`config.mk`:
```
export PLATFORM = sky130hd
export DESIGN_NAME = neander_mem_arbiter
export DESIGN_NICKNAME = d
export VERILOG_FILES = /design/src/rtl/neander_mem_pkg.sv /design/src/rtl/neander_mem_arbiter.sv
export SDC_FILE = /design/constraint.sdc
export NUM_CORES = 1
export LEC_CHECK = 0
export ABC_CLOCK_PERIOD_IN_PS = 2120
export BUFFER_PORTS_ARGS = -buffer_cell sky130_fd_sc_hd__buf_2
export CELL_PAD_IN_SITES_DETAIL_PLACEMENT = 2
export CELL_PAD_IN_SITES_GLOBAL_PLACEMENT = 2
export CORE_ASPECT_RATIO = 1.2
export CORE_UTILIZATION = 30
export DETAILED_ROUTE_END_ITERATION = 10
export PLACE_DENSITY = 0.87
export SYNTH_ARGS = -nofsm -noshare
export SYNTH_HDL_FRONTEND = slang
export SYNTH_SLANG_ARGS = --single-unit
```
`constraint.sdc`:
```
create_clock -name clk -period 2.12 [get_ports clk]
set_input_delay 0.106 -clock clk [delete_from_list [all_inputs] [get_ports clk]]
set_output_delay 0.106 -clock clk [all_outputs]
set_load 0.05 [all_outputs]
```
`src/rtl/neander_mem_pkg.sv`:
```
// Shared types and constants for the NEANDER-X memory arbitration path.
package neander_mem_pkg;

  localparam int unsigned MEM_AW    = 16;
  localparam int unsigned MEM_DW    = 16;
  localparam int unsigned ARB_CNT_W = 16;

  localparam logic OWNER_CPU = 1'b0;
  localparam logic OWNER_DBG = 1'b1;

  // Returned to a reader whose access was aborted by the timeout.
  localparam logic [MEM_DW-1:0] MEM_ERR_DATA = 16'hFFFF;

  typedef enum logic [1:0] {
    IDLE   = 2'd0,
    ACCESS = 2'd1,
    DONE   = 2'd2
  } arb_state_t;

  // One memory command as latched at grant time.
  typedef struct packed {
    logic              we;
    logic [MEM_AW-1:0] addr;
    logic [MEM_DW-1:0] wdata;
  } mem_cmd_t;

endpackage

```
`src/rtl/neander_mem_arbiter.sv`:
```
// Shares the single SPI memory controller between the CPU core and the
// debug/program-loader port. One whole access at a time, with a bounded
// ACCESS-phase timeout so a stuck controller cannot hang a requester.
//
// Ports:
//   clk, rst_n                  clock, async active-low reset
//   cpu_req/we/addr/wdata       CPU request (held until cpu_ready)
//   cpu_rdata, cpu_ready        CPU read data (held) and completion pulse
//   dbg_*                       same for the debug port
//   mc_req/we/addr/wdata        request to the SPI controller
//   mc_rdata, mc_ready          controller read data and completion pulse
//   owner                       current/last grant (0 = CPU, 1 = debug)
//   busy                        high while in ACCESS or DONE
//   timeout_err                 sticky abort flag, cleared only by reset
module neander_mem_arbiter
  import neander_mem_pkg::*;
#(
  parameter int unsigned TIMEOUT      = 1023,
  parameter bit          DBG_PRIORITY = 1'b1
) (
  input  logic              clk,
  input  logic              rst_n,

  input  logic              cpu_req,
  input  logic              cpu_we,
  input  logic [MEM_AW-1:0] cpu_addr,
  input  logic [MEM_DW-1:0] cpu_wdata,
  output logic [MEM_DW-1:0] cpu_rdata,
  output logic              cpu_ready,

  input  logic              dbg_req,
  input  logic              dbg_we,
  input  logic [MEM_AW-1:0] dbg_addr,
  input  logic [MEM_DW-1:0] dbg_wdata,
  output logic [MEM_DW-1:0] dbg_rdata,
  output logic              dbg_ready,

  output logic              mc_req,
  output logic              mc_we,
  output logic [MEM_AW-1:0] mc_addr,
  output logic [MEM_DW-1:0] mc_wdata,
  input  logic [MEM_DW-1:0] mc_rdata,
  input  logic              mc_ready,

  output logic              owner,
  output logic              busy,
  output logic              timeout_err
);

  localparam logic [ARB_CNT_W-1:0] TIMEOUT_LIM = ARB_CNT_W'(TIMEOUT);
  localparam bit                   TIMEOUT_EN  = (TIMEOUT != 0);

  arb_state_t           state;
  logic                 last_owner;
  logic [ARB_CNT_W-1:0] acc_cnt;

  logic     grant_cpu;
  logic     grant_dbg;
  mem_cmd_t cpu_cmd;
  mem_cmd_t dbg_cmd;
  mem_cmd_t win_cmd;
  logic     to_hit;

  assign cpu_cmd = '{we: cpu_we, addr: cpu_addr, wdata: cpu_wdata};
  assign dbg_cmd = '{we: dbg_we, addr: dbg_addr, wdata: dbg_wdata};

  // Arbitration: only consulted in IDLE; a tie goes to debug under fixed
  // priority, otherwise to whichever port did not own the last access.
  always_comb begin
    grant_cpu = 1'b0;
    grant_dbg = 1'b0;
    if (cpu_req && dbg_req) begin
      if (DBG_PRIORITY || (last_owner == OWNER_CPU)) begin
        grant_dbg = 1'b1;
      end else begin
        grant_cpu = 1'b1;
      end
    end else if (dbg_req) begin
      grant_dbg = 1'b1;
    end else if (cpu_req) begin
      grant_cpu = 1'b1;
    end
  end

  assign win_cmd = grant_dbg ? dbg_cmd : cpu_cmd;

  // Counter is cleared on ACCESS entry, so it holds (n-1) in the n-th
  // ACCESS cycle; aborting at TIMEOUT-1 gives exactly TIMEOUT cycles.
  assign to_hit = TIMEOUT_EN && (acc_cnt == (TIMEOUT_LIM - ARB_CNT_W'(1)));

  // Arbiter FSM with registered outputs.
  always_ff @(posedge clk or negedge rst_n) begin
    if (!rst_n) begin
      state       <= IDLE;
      mc_req      <= 1'b0;
      mc_we       <= 1'b0;
      mc_addr     <= '0;
      mc_wdata    <= '0;
      cpu_rdata   <= '0;
      dbg_rdata   <= '0;
      cpu_ready   <= 1'b0;
      dbg_ready   <= 1'b0;
      owner       <= OWNER_CPU;
      last_owner  <= OWNER_DBG;
      busy        <= 1'b0;
      timeout_err <= 1'b0;
      acc_cnt     <= '0;
    end else begin
      cpu_ready <= 1'b0;
      dbg_ready <= 1'b0;

      unique case (state)
        IDLE: begin
          if (grant_cpu || grant_dbg) begin
            state    <= ACCESS;
            mc_req   <= 1'b1;
            mc_we    <= win_cmd.we;
            mc_addr  <= win_cmd.addr;
            mc_wdata <= win_cmd.wdata;
            owner    <= grant_dbg ? OWNER_DBG : OWNER_CPU;
            busy     <= 1'b1;
            acc_cnt  <= '0;
          end
        end

        ACCESS: begin
          if (acc_cnt != '1) begin
            acc_cnt <= acc_cnt + ARB_CNT_W'(1);
          end
          // A real completion wins over a coincident timeout.
          if (mc_ready || to_hit) begin
            mc_req <= 1'b0;
            state  <= DONE;
            if (!mc_ready) begin
              timeout_err <= 1'b1;
            end
            if (owner == OWNER_DBG) begin
              dbg_ready <= 1'b1;
              if (!mc_we) begin
                dbg_rdata <= mc_ready ? mc_rdata : MEM_ERR_DATA;
              end
            end else begin
              cpu_ready <= 1'b1;
              if (!mc_we) begin
                cpu_rdata <= mc_ready ? mc_rdata : MEM_ERR_DATA;
              end
            end
          end
        end

        // Ready pulse is visible this cycle; requests are not sampled here,
        // so a stale request still high from the owner is not re-granted.
        DONE: begin
          last_owner <= owner;
          busy       <= 1'b0;
          state      <= IDLE;
        end

        default: begin
          state <= IDLE;
        end
      endcase
    end
  end

endmodule
```
==> metrics, run 1 <==
hold path start cpu_addr[2]; Yosys reg bits 89; Row Count 46; Final Hold Vio Count 0; CP Class reg2reg; overall global routing resource usage 0.195; critical-path cell list inv_1 -> ha_1 -> nor4b_4 -> nand3_1 -> o41a_1 -> nor2b_4 -> clkbuf_16 -> a2bb2oi_2; RR Startpoint acc_cnt[0]$_DFFE_PN0P_; # placed instances 699; critical path required time 2.39 ns; largest family of logic cells by synthesized area compound AO/OA/AOI/OAI gates; CTS tree yes; NumNets Final 635; Mapped Area 4110 µm²; core area 13300 µm²; crit path from acc_cnt[0]$_DFFE_PN0P_; Clock Pin Slew Worst Setup and Hold Paths 0.07 ns; hpwl dp 9730 µm; PortBufs 157; CP endpoint kind register; syn_nets 464; residual DRC count 0; wire length per cell 18.0 µm; gp weighted congestion 0.788; Finished Core Util 0.423; slowest CP cell o41a_1; final slew viol count 0; Synth Instances 375; Slowest Stage Delay on Critical Path 0.53 ns; Die Ht 130 µm; largest area contributor in the netlist dfrtp_1; Synth area leaders dfrtp_1, mux2i_1, a2bb2oi_2; Pre-antenna DRT Iters 4; status complete, no violations; CP max FO 8; Worst VDD drop 0.912 mV; post-synthesis xor/xnor area fraction 0; asr flop ratio synth 1.00; Non-Filler Instances 719; vias per cell 5.05; P&R area growth vs syn 36.9%; Post-Synth Adder-Cell Area 0.00609; P_leak 2.68 nW; Design Area, Final 5620 µm²; number of inserted diodes 0; first-pass GRT wire length 21100 µm; Post-Syn Area per Cell 11.0 µm²; worst clock skew 0.00904 ns; EDFF count, synth 0; # setup viols final 0; antenna-violating nets left 0; share of layout cells above drive strength 1 0.426; Synth warnings 0; multiplexer area fraction after synthesis 0.0829; Synth Area in Compound Gates 0.202; area share of the largest cell type after synthesis 0.542; Primary FF master, synth dfrtp_1; WP buf/inv 2; pwr dens 1750 nW/µm²; DR iter-0 viols 75; number of buffers created by CTS 9; DP Area 5180 µm²; Die X 109 µm; Num Clock Sinks 89; max_cap viols 0; die area 14200 µm²; post-route total power 9.85 mW; GRT Residual Overflow 0; clk buf depth 2; WP data arrival 2.34 ns; H-Tree Depth 3; number of global-route vias before repair 4155; Seq/Total Area, Yosys 0.542; Tmin final 2.07 ns; Worst-Skew Late Latency 0.35 ns; Final Cycle Share 0.977; RSZ-0062 raised after global routing yes; antenna violations before repair 1; via count 3631; Worst Tran Pin Value 0.592 ns; Worst path top cell family by delay compound AO/OA/AOI/OAI gates; Rel. slew slack 0.606; simple-gate share of the synthesized area 0.129; Worst Hold Class in2reg; Post-Route WL 12900 µm; largest net degree at the start of global routing 51; Fmax achieved 483 MHz; clock root cell clkbuf_16; distinct cell type count after synthesis 41; I/O pin count 158; Worst setup SP type register; Initial Utilization 0.309
-- sequential cells by signal, summed over array words and instances (netlist names) --
register	count
mc_req	1
mc_wdata	16
cpu_ready	1
mc_addr	16
cpu_rdata	16
owner	1
mc_we	1
state	2
dbg_rdata	16
busy	1
acc_cnt	16
dbg_ready	1
timeout_err	1
-- power breakdown --
| group | leakage (nW) | switching (mW) | internal [mW] | total (mW) |
|---|---|---|---|---|
| Clock | 0.149 | 0.731 | 0.937 | 1.67 |
| Sequential | 1.08 | 0.520 | 2.41 | 2.93 |
| Combinational | 1.45 | 3.75 | 1.49 | 5.25 |
-- layout by cell type (no fill, tap or decap), drive strengths merged, types with 2 or more instances in the layout --
cell | Yosys | routed
mux2i | 34 | 34
a2bb2oi | 32 | 32
o31ai | 4 | 4
o311ai | 2 | 2
nor2 | 30 | 30
and3 | 2 | 2
dlygate4sd3 | 0 | 2
nand2b | 2 | 2
a21oi | 8 | 8
or3 | 3 | 3
and2 | 2 | 2
nand4 | 5 | 5
o211ai | 3 | 3
clkbuf | 14 | 10
clkinv | 1 | 2
ha | 2 | 2
nor3 | 5 | 5
inv | 5 | 9
o21ai | 48 | 48
nor4 | 3 | 3
and4 | 2 | 2
a31oi | 5 | 5
buf | 8 | 179
dfrtp | 89 | 89
nand3 | 10 | 10
nand2 | 46 | 46
or2 | 2 | 2
nor2b | 2 | 2
-- path summary, 6_finish.rpt --
kind                                             end  slack (ns)  depth (start not counted)
setup / recovery           cpu_rdata[14]$_DFFE_PN0P_        0.05                          8
hold / removal                mc_addr[2]$_DFFE_PN0P_        0.04                          3
setup reg to reg           cpu_rdata[14]$_DFFE_PN0P_        0.05                          8
hold reg to reg              timeout_err$_DFFE_PN0P_        0.47                          1
max in group asynchronous   dbg_rdata[1]$_DFFE_PN0P_        1.13                          3
min in group asynchronous  dbg_rdata[13]$_DFFE_PN0P_        0.32                          2
-- layer usage --
metal | vias up | track usage | share of wire
li1 | 1688 | - | -
met5 | - | 0 | 0
met1 | 1793 | 0.211 | 0.41
met3 | 15 | 0.0425 | 0.061
met4 | 0 | 0.0668 | 0.015
met2 | 135 | 0.372 | 0.52
-- logic make-up (layout without fill, tap and decap cells) --
group                    Yosys count  in the layout
AND/OR/NAND/NOR                  116            116
AO/OA/AOI/OAI                    106            106
flip-flops                        89             89
multiplexers                      34             34
buffers and inverters             28            204
adder cells (fa/ha/maj)            2              2
-- synth_stat cells, types with 3 or more instances --
cell	n
or3_1	3
o21ai_0	46
mux2i_1	34
inv_1	5
nor3_1	5
nor2_1	30
clkbuf_1	14
nor4_1	3
nand3_1	10
a21oi_1	8
a31oi_1	5
o211ai_1	3
a2bb2oi_1	12
nand4_1	5
nand2_1	46
o31ai_1	3
a2bb2oi_2	20
dfrtp_1	89
-- timing repair --
item,CTS,global route
resized for setup,6,14
hold buffers,2,0
buffers inserted,1,0
endpoints found under the hold margin,43,0
setup endpoints to repair,30,62
cloned,1,0
pin swaps,1,1
-- through the flow --
| step | hold WS [ns] | setup TNS (ns) | setup slack, ns |
|---|---|---|---|
| 2_1_floorplan | -0.190 | 0 | 0.177 |
| 4_1_cts | 0.0373 | 0 | 0.00732 |
| 3_5_place_dp | 0.148 | -0.972 | -0.126 |
| 5_1_grt | 0.0624 | -0.546 | -0.0546 |
| 3_3_place_gp | 0.134 | 0 | 0.0680 |
| 6_report | 0.0446 | 0 | 0.0491 |
-- worst min-delay path: stages --
cell and delay (ns):
buf_2 0.07, mux2i_1 0.05, o21ai_0 0.12
-- final cells by class --
class	count	area, µm²
Clock buffer	9	225
Clock inverter	7	83.8
Fill cell	1431	7670
Inverter	6	22.5
Multi-Input combinational cell	258	1810
Sequential cell	89	2230
Tap cell	168	210
Timing Repair Buffer	182	1040
Note: power is estimated with default switching activity, not from simulation.
==> run 2, diff against run 1 <==
- CELL_PAD_IN_SITES_DETAIL_PLACEMENT: 2 -> 0
==> run 2 against run 1 <==
Effect of this change: non-clock buffer count unchanged; worst setup slack improved by 0.041 ns; hold slack lost 0.0027 ns; sequential share of layout area grew 0.19 points; critical endpoint is now cpu_rdata[6]$_DFFE_PN0P_; largest power group unchanged; highest routed layer unchanged.
==> metrics, run 2 (synthesis results as in run 1) <==
status complete, no violations; Final Hold Vio Count 0 (unchanged); CP Class reg2reg; Pre-antenna DRT Iters 4 (unchanged); number of buffers created by CTS 9 (unchanged); Clock Pin Slew Worst Setup and Hold Paths 0.07 ns (about the same); NumNets Final 635 (unchanged); core area 13300 µm² (unchanged); Worst Tran Pin Value 0.582 ns (-0.00992 ns); CP endpoint kind register; worst hold path depth 3 (unchanged); slowest CP cell o41a_1; Worst setup SP type register; final slew viol count 0 (unchanged); most frequent cells in the layout buf_2, dfrtp_1, nand2_1, o21ai_0, mux2i_1; clk buf depth 2 (unchanged); # placed instances 699 (unchanged); PortBufs 157 (unchanged); Worst R2R End cpu_rdata[6]$_DFFE_PN0P_; antenna violations before repair 0 (-1); H-Tree Depth 3 (unchanged); # setup viols final 0 (unchanged); CTS tree yes; worst setup path end cpu_rdata[6]$_DFFE_PN0P_; Worst VDD drop 0.872 mV (-4.3%); largest net degree at the start of global routing 51 (unchanged); Post-Route WL 10300 µm (-20%); crit path from acc_cnt[0]$_DFFE_PN0P_; I/O pin count 158 (unchanged); setup TNS 0 ns (unchanged); share of layout cells above drive strength 1 0.426 (unchanged); Die Ht 130 µm (unchanged); Worst-Skew Late Latency 0.34 ns (about the same); Non-Filler Instances 719 (unchanged); GRT Residual Overflow 0 (unchanged); wire length per cell 14.3 µm (-20%); Tmin final 2.03 ns (-0.0410 ns); WP data arrival 2.30 ns (-0.04 ns); leading cell type in the layout, fill and taps excluded buf_2; P&R area growth vs syn 36.2%; max_cap viols 0 (unchanged); Worst path depth 8 (unchanged); pwr dens 1700 nW/µm² (-2.7%); Worst Hold Class in2reg; P_leak 2.67 nW (-0.37%); Slowest Stage Delay on Critical Path 0.53 ns (about the same); vias per cell 4.87 (-3.5%); R2R depth 8 (unchanged); via count 3505 (-3.5%); worst clock skew 0.0114 ns (+0.00233 ns); gp weighted congestion 0.788 (unchanged); Row Count 46 (unchanged); hpwl dp 7560 µm (-22%); Final Cycle Share 0.958 (-0.0193); Fmax achieved 493 MHz (+2.0%); residual DRC count 0 (unchanged); number of inserted diodes 0 (unchanged); CP max FO 8 (unchanged); RSZ-0062 raised after global routing yes; reg-to-reg slack, setup 0.09 ns (+0.04 ns); Initial Utilization 0.309 (unchanged); DR iter-0 viols 152 (+100%); clock root cell clkbuf_16; number of global-route vias before repair 3456 (-17%); Die X 109 µm (unchanged); Num Clock Sinks 89 (unchanged); RR Startpoint acc_cnt[0]$_DFFE_PN0P_; critical path required time 2.39 ns (about the same); antenna-violating nets left 0 (unchanged); critical-path cell list inv_1 -> ha_1 -> nor4b_4 -> nand3_1 -> o41a_1 -> nor2b_4 -> clkbuf_16 -> a2bb2oi_2; die area 14200 µm² (unchanged); Worst path top cell family by delay compound AO/OA/AOI/OAI gates; Rel. slew slack 0.612 (+0.00661); first-pass GRT wire length 16900 µm (-20%); overall global routing resource usage 0.152 (-0.0433); WP buf/inv 2 (unchanged)
==> run 2: area by class of cell <==
cell class | count | area (µm²)
Clock inverter | 6 | 47.5
Fill cell | 1263 | 7700
Multi-Input combinational cell | 258 | 1810
Tap cell | 168 | 210
Inverter | 6 | 22.5
Sequential cell | 89 | 2230
Clock buffer | 10 | 239
Timing Repair Buffer | 182 | 1040
==> run 2: repair_timing <==
| item | 4_1_cts | 5_1_grt |
|---|---|---|
| endpoints found under the hold margin | 43 | 0 |
| hold buffers | 2 | 0 |
| cloned | 0 | 1 |
| setup buffers | 0 | 1 |
| pin swaps | 0 | 1 |
| setup endpoints to repair | 1 | 33 |
| resized for setup | 1 | 15 |
==> run 2: how the worst min path moves through the flow <==
stage                                            to  slack [ns]         start
after global routing       cpu_rdata[2]$_DFFE_PN0P_        0.05   mc_rdata[2]
after detailed placement   cpu_rdata[3]$_DFFE_PN0P_        0.14         rst_n
after CTS                 dbg_rdata[14]$_DFFE_PN0P_        0.04  mc_rdata[14]
after global placement     cpu_rdata[3]$_DFFE_PN0P_        0.13         rst_n
after floorplan              acc_cnt[0]$_DFFE_PN0P_       -0.19         rst_n
final                     dbg_rdata[14]$_DFFE_PN0P_        0.04  mc_rdata[14]
==> run 2: power breakdown <==
part	internal, mW	leakage, nW	switching [mW]	total, mW
sequential	2.41	1.08	0.489	2.90
clock	0.839	0.140	0.678	1.52
combinational	1.48	1.45	3.63	5.12
==> run 2: metal layers <==
metal / global-route usage / up-vias / wire, µm
met4: 0.0477 / 0 / 147
met1: 0.193 / 1636 / 4670
met2: 0.250 / 150 / 4700
li1: - / 1707 / -
met3: 0.0430 / 12 / 786
met5: 0 / - / 0
==> run 2: worst reg2reg max path, cell delays in order (launching register included) <==
cell	delay, ns
dfrtp_1	0.38
inv_1	0.06
ha_1	0.14
nor4b_4	0.18
nand3_1	0.12
o41a_1	0.53
nor2b_4	0.22
clkbuf_16	0.20
a2bb2oi_2	0.15
==> run 2: metrics by stage <==
step | utilization | power [mW] | worst slack [ns] | cell area (µm²) | hold WS, ns
floorplan | - | 6.61 | 0.177 | 4110 | -0.190
global placement | 0.389 | 7.87 | 0.0680 | 5180 | 0.134
detailed placement | 0.389 | 7.95 | 0.0109 | 5180 | 0.142
CTS | 0.413 | 9.50 | 0.00871 | 5490 | 0.0380
global route | 0.421 | 10.1 | -0.0383 | 5600 | 0.0482
finish | 0.421 | 9.54 | 0.0901 | 5600 | 0.0419
==> run 3, diff against run 2 <==
- RECOVER_POWER: not set -> 50
- SKIP_LAST_GASP: not set -> 1
==> run 3 against run 2 <==
Effect of this change: count of clock-buffer cells in the layout is the same; largest cell class unchanged; non-clock buffer count is the same; core utilization shrank 0.39 points; register-to-register slack is essentially flat; via count shrank 0.43%; final cell count is the same; hold slack gained 0.0040 ns; first-iteration DRC count shrank 25%; critical endpoint unchanged; fmax grew 0.11%; total power shrank 0.72%.
==> metrics, run 3 (synthesis results as in run 1) <==
status complete, no violations; slowest CP cell o41a_1; DR iter-0 viols 114 (-25%); footprint of the multi-input gates 1810 µm² (-0.14%); met3 usage 0.0430 (unchanged); hold path start mc_rdata[14]; DP Area 5180 µm² (unchanged); clock root cell clkbuf_16; gp weighted congestion 0.788 (unchanged); # placed instances 699 (unchanged); Worst Tran Pin Value 1.08 ns (+0.498 ns); RR Startpoint acc_cnt[0]$_DFFE_PN0P_; P_leak 2.59 nW (-3.0%); R2R depth 8 (unchanged); NumNets Final 635 (unchanged); Num Clock Sinks 89 (unchanged); H-Tree Depth 3 (unchanged); Final Cycle Share 0.956 (-0.00106); CTS tree yes; global routing usage on met2 0.250 (unchanged); # setup viols final 0 (unchanged); worst clock skew 0.0120 ns (+0.000597 ns); Rel. slew slack 0.280 (-0.332); GRT Residual Overflow 0 (unchanged); Die Ht 130 µm (unchanged); critical path required time 2.39 ns (about the same); clk buf depth 2 (unchanged); wire length per cell 14.3 µm (-0.22%); Worst R2R End cpu_rdata[6]$_DFFE_PN0P_; first-pass GRT wire length 16900 µm (unchanged); pwr dens 1710 nW/µm² (+0.20%); Slowest Stage Delay on Critical Path 0.53 ns (about the same); final slew viol count 0 (unchanged); Fmax achieved 493 MHz (+0.11%); Hold Worst Slack 0.0459 ns (+0.00401 ns); setup TNS 0 ns (unchanged); critical-path cell list inv_1 -> ha_1 -> nor4b_4 -> nand3_1 -> o41a_1 -> nor2b_4 -> clkbuf_16 -> a2bb2oi_2; leading cell type in the layout, fill and taps excluded buf_2; P&R area growth vs syn 35.0%; WP data arrival 2.29 ns (about the same); Design Area, Final 5550 µm² (-0.92%); Post-Route WL 10300 µm (-0.22%); Hold EP dbg_rdata[14]$_DFFE_PN0P_; register area 2230 µm² (unchanged); number of global-route vias before repair 3456 (unchanged); Worst VDD drop 0.874 mV (+0.20%); met1 Track Usage GR 0.193 (unchanged); number of inserted diodes 0 (unchanged); Non-Filler Instances 719 (unchanged); CP max FO 8 (unchanged); overall global routing resource usage 0.152 (unchanged); WP buf/inv 2 (unchanged); Final Hold Vio Count 0 (unchanged); CP endpoint kind register; Tmin final 2.03 ns (-0.00224 ns); Worst setup SP type register; Initial Utilization 0.309 (unchanged); worst hold path depth 3 (unchanged); PortBufs 157 (unchanged); antenna-violating nets left 0 (unchanged); via count 3490 (-0.43%); most frequent cells in the layout buf_2, dfrtp_1, nand2_1, o21ai_0, mux2i_1; Pre-antenna DRT Iters 4 (unchanged); RSZ-0062 raised after global routing yes; Worst path top cell family by delay compound AO/OA/AOI/OAI gates; CP Class reg2reg; Worst Hold Class in2reg; reg-to-reg slack, setup 0.09 ns (about the same); I/O pin count 158 (unchanged); max_cap viols 0 (unchanged); GRT busiest layer met2; vias per cell 4.85 (-0.43%); post-route total power 9.47 mW (-0.72%); core area 13300 µm² (unchanged); number of buffers created by CTS 9 (unchanged); # fillers 1277 (+1.1%); hpwl dp 7560 µm (unchanged); Row Count 46 (unchanged); largest net degree at the start of global routing 51 (unchanged); antenna violations before repair 0 (unchanged); Clock Pin Slew Worst Setup and Hold Paths 0.07 ns (about the same); Worst-Skew Late Latency 0.34 ns (about the same); die area 14200 µm² (unchanged); share of layout cells above drive strength 1 0.379 (-0.0472); Die X 109 µm (unchanged); residual DRC count 0 (unchanged)
-- run 3: worst min-delay path, stage by stage --
cell and delay (ns):
buf_2 0.08, nor2_1 0.06, a2bb2oi_2 0.10
-- run 3: worst max path at each step --
stage                                endpoint  depth (start not counted)  slack [ns]              startpoint
finish               cpu_rdata[6]$_DFFE_PN0P_                          8        0.09  acc_cnt[0]$_DFFE_PN0P_
global route         dbg_rdata[1]$_DFFE_PN0P_                          8       -0.04  acc_cnt[0]$_DFFE_PN0P_
CTS                  dbg_rdata[1]$_DFFE_PN0P_                          8       0.009  acc_cnt[0]$_DFFE_PN0P_
detailed placement   cpu_rdata[8]$_DFFE_PN0P_                          8        0.01  acc_cnt[0]$_DFFE_PN0P_
global placement    cpu_rdata[11]$_DFFE_PN0P_                          8        0.07  acc_cnt[0]$_DFFE_PN0P_
floorplan            cpu_rdata[0]$_DFFE_PN0P_                          9        0.18  acc_cnt[0]$_DFFE_PN0P_
-- run 3: per-layer routing --
layer  up-vias  share of wire  wire, µm
met4         0          0.014       148
met1      1631           0.45      4650
met5         -              0         0
met3        12          0.076       779
met2       147           0.46      4710
li1       1700              -         -
-- run 3: repair_timing --
action	in CTS	in global routing
pin swaps	0	1
gates resized for setup	1	14
hold buffers	2	0
endpoints found under the hold margin	43	0
endpoints found under the setup margin	1	33
cloned	0	1
buffers inserted	0	1
-- run 3: final cells by class --
cell class | count | area share
tap | 168 | 0.0379
sequential | 89 | 0.402
multi-input combinational | 258 | 0.326
clock buffer | 10 | 0.0431
timing repair buffer | 182 | 0.179
clock inverter | 6 | 0.00857
inverter | 6 | 0.00406
-- run 3: through the flow --
step	worst slack, ns	utilization
final	0.0923	0.417
after global routing	-0.0383	0.417
after CTS	0.00871	0.413
after detailed placement	0.0109	0.389
after global placement	0.0680	0.389
after floorplan	0.177	-
-- run 3: where the power goes --
| group | switching (mW) | internal (mW) |
|---|---|---|
| Sequential | 0.495 | 2.41 |
| Combinational | 3.62 | 1.42 |
| Clock | 0.679 | 0.839 |
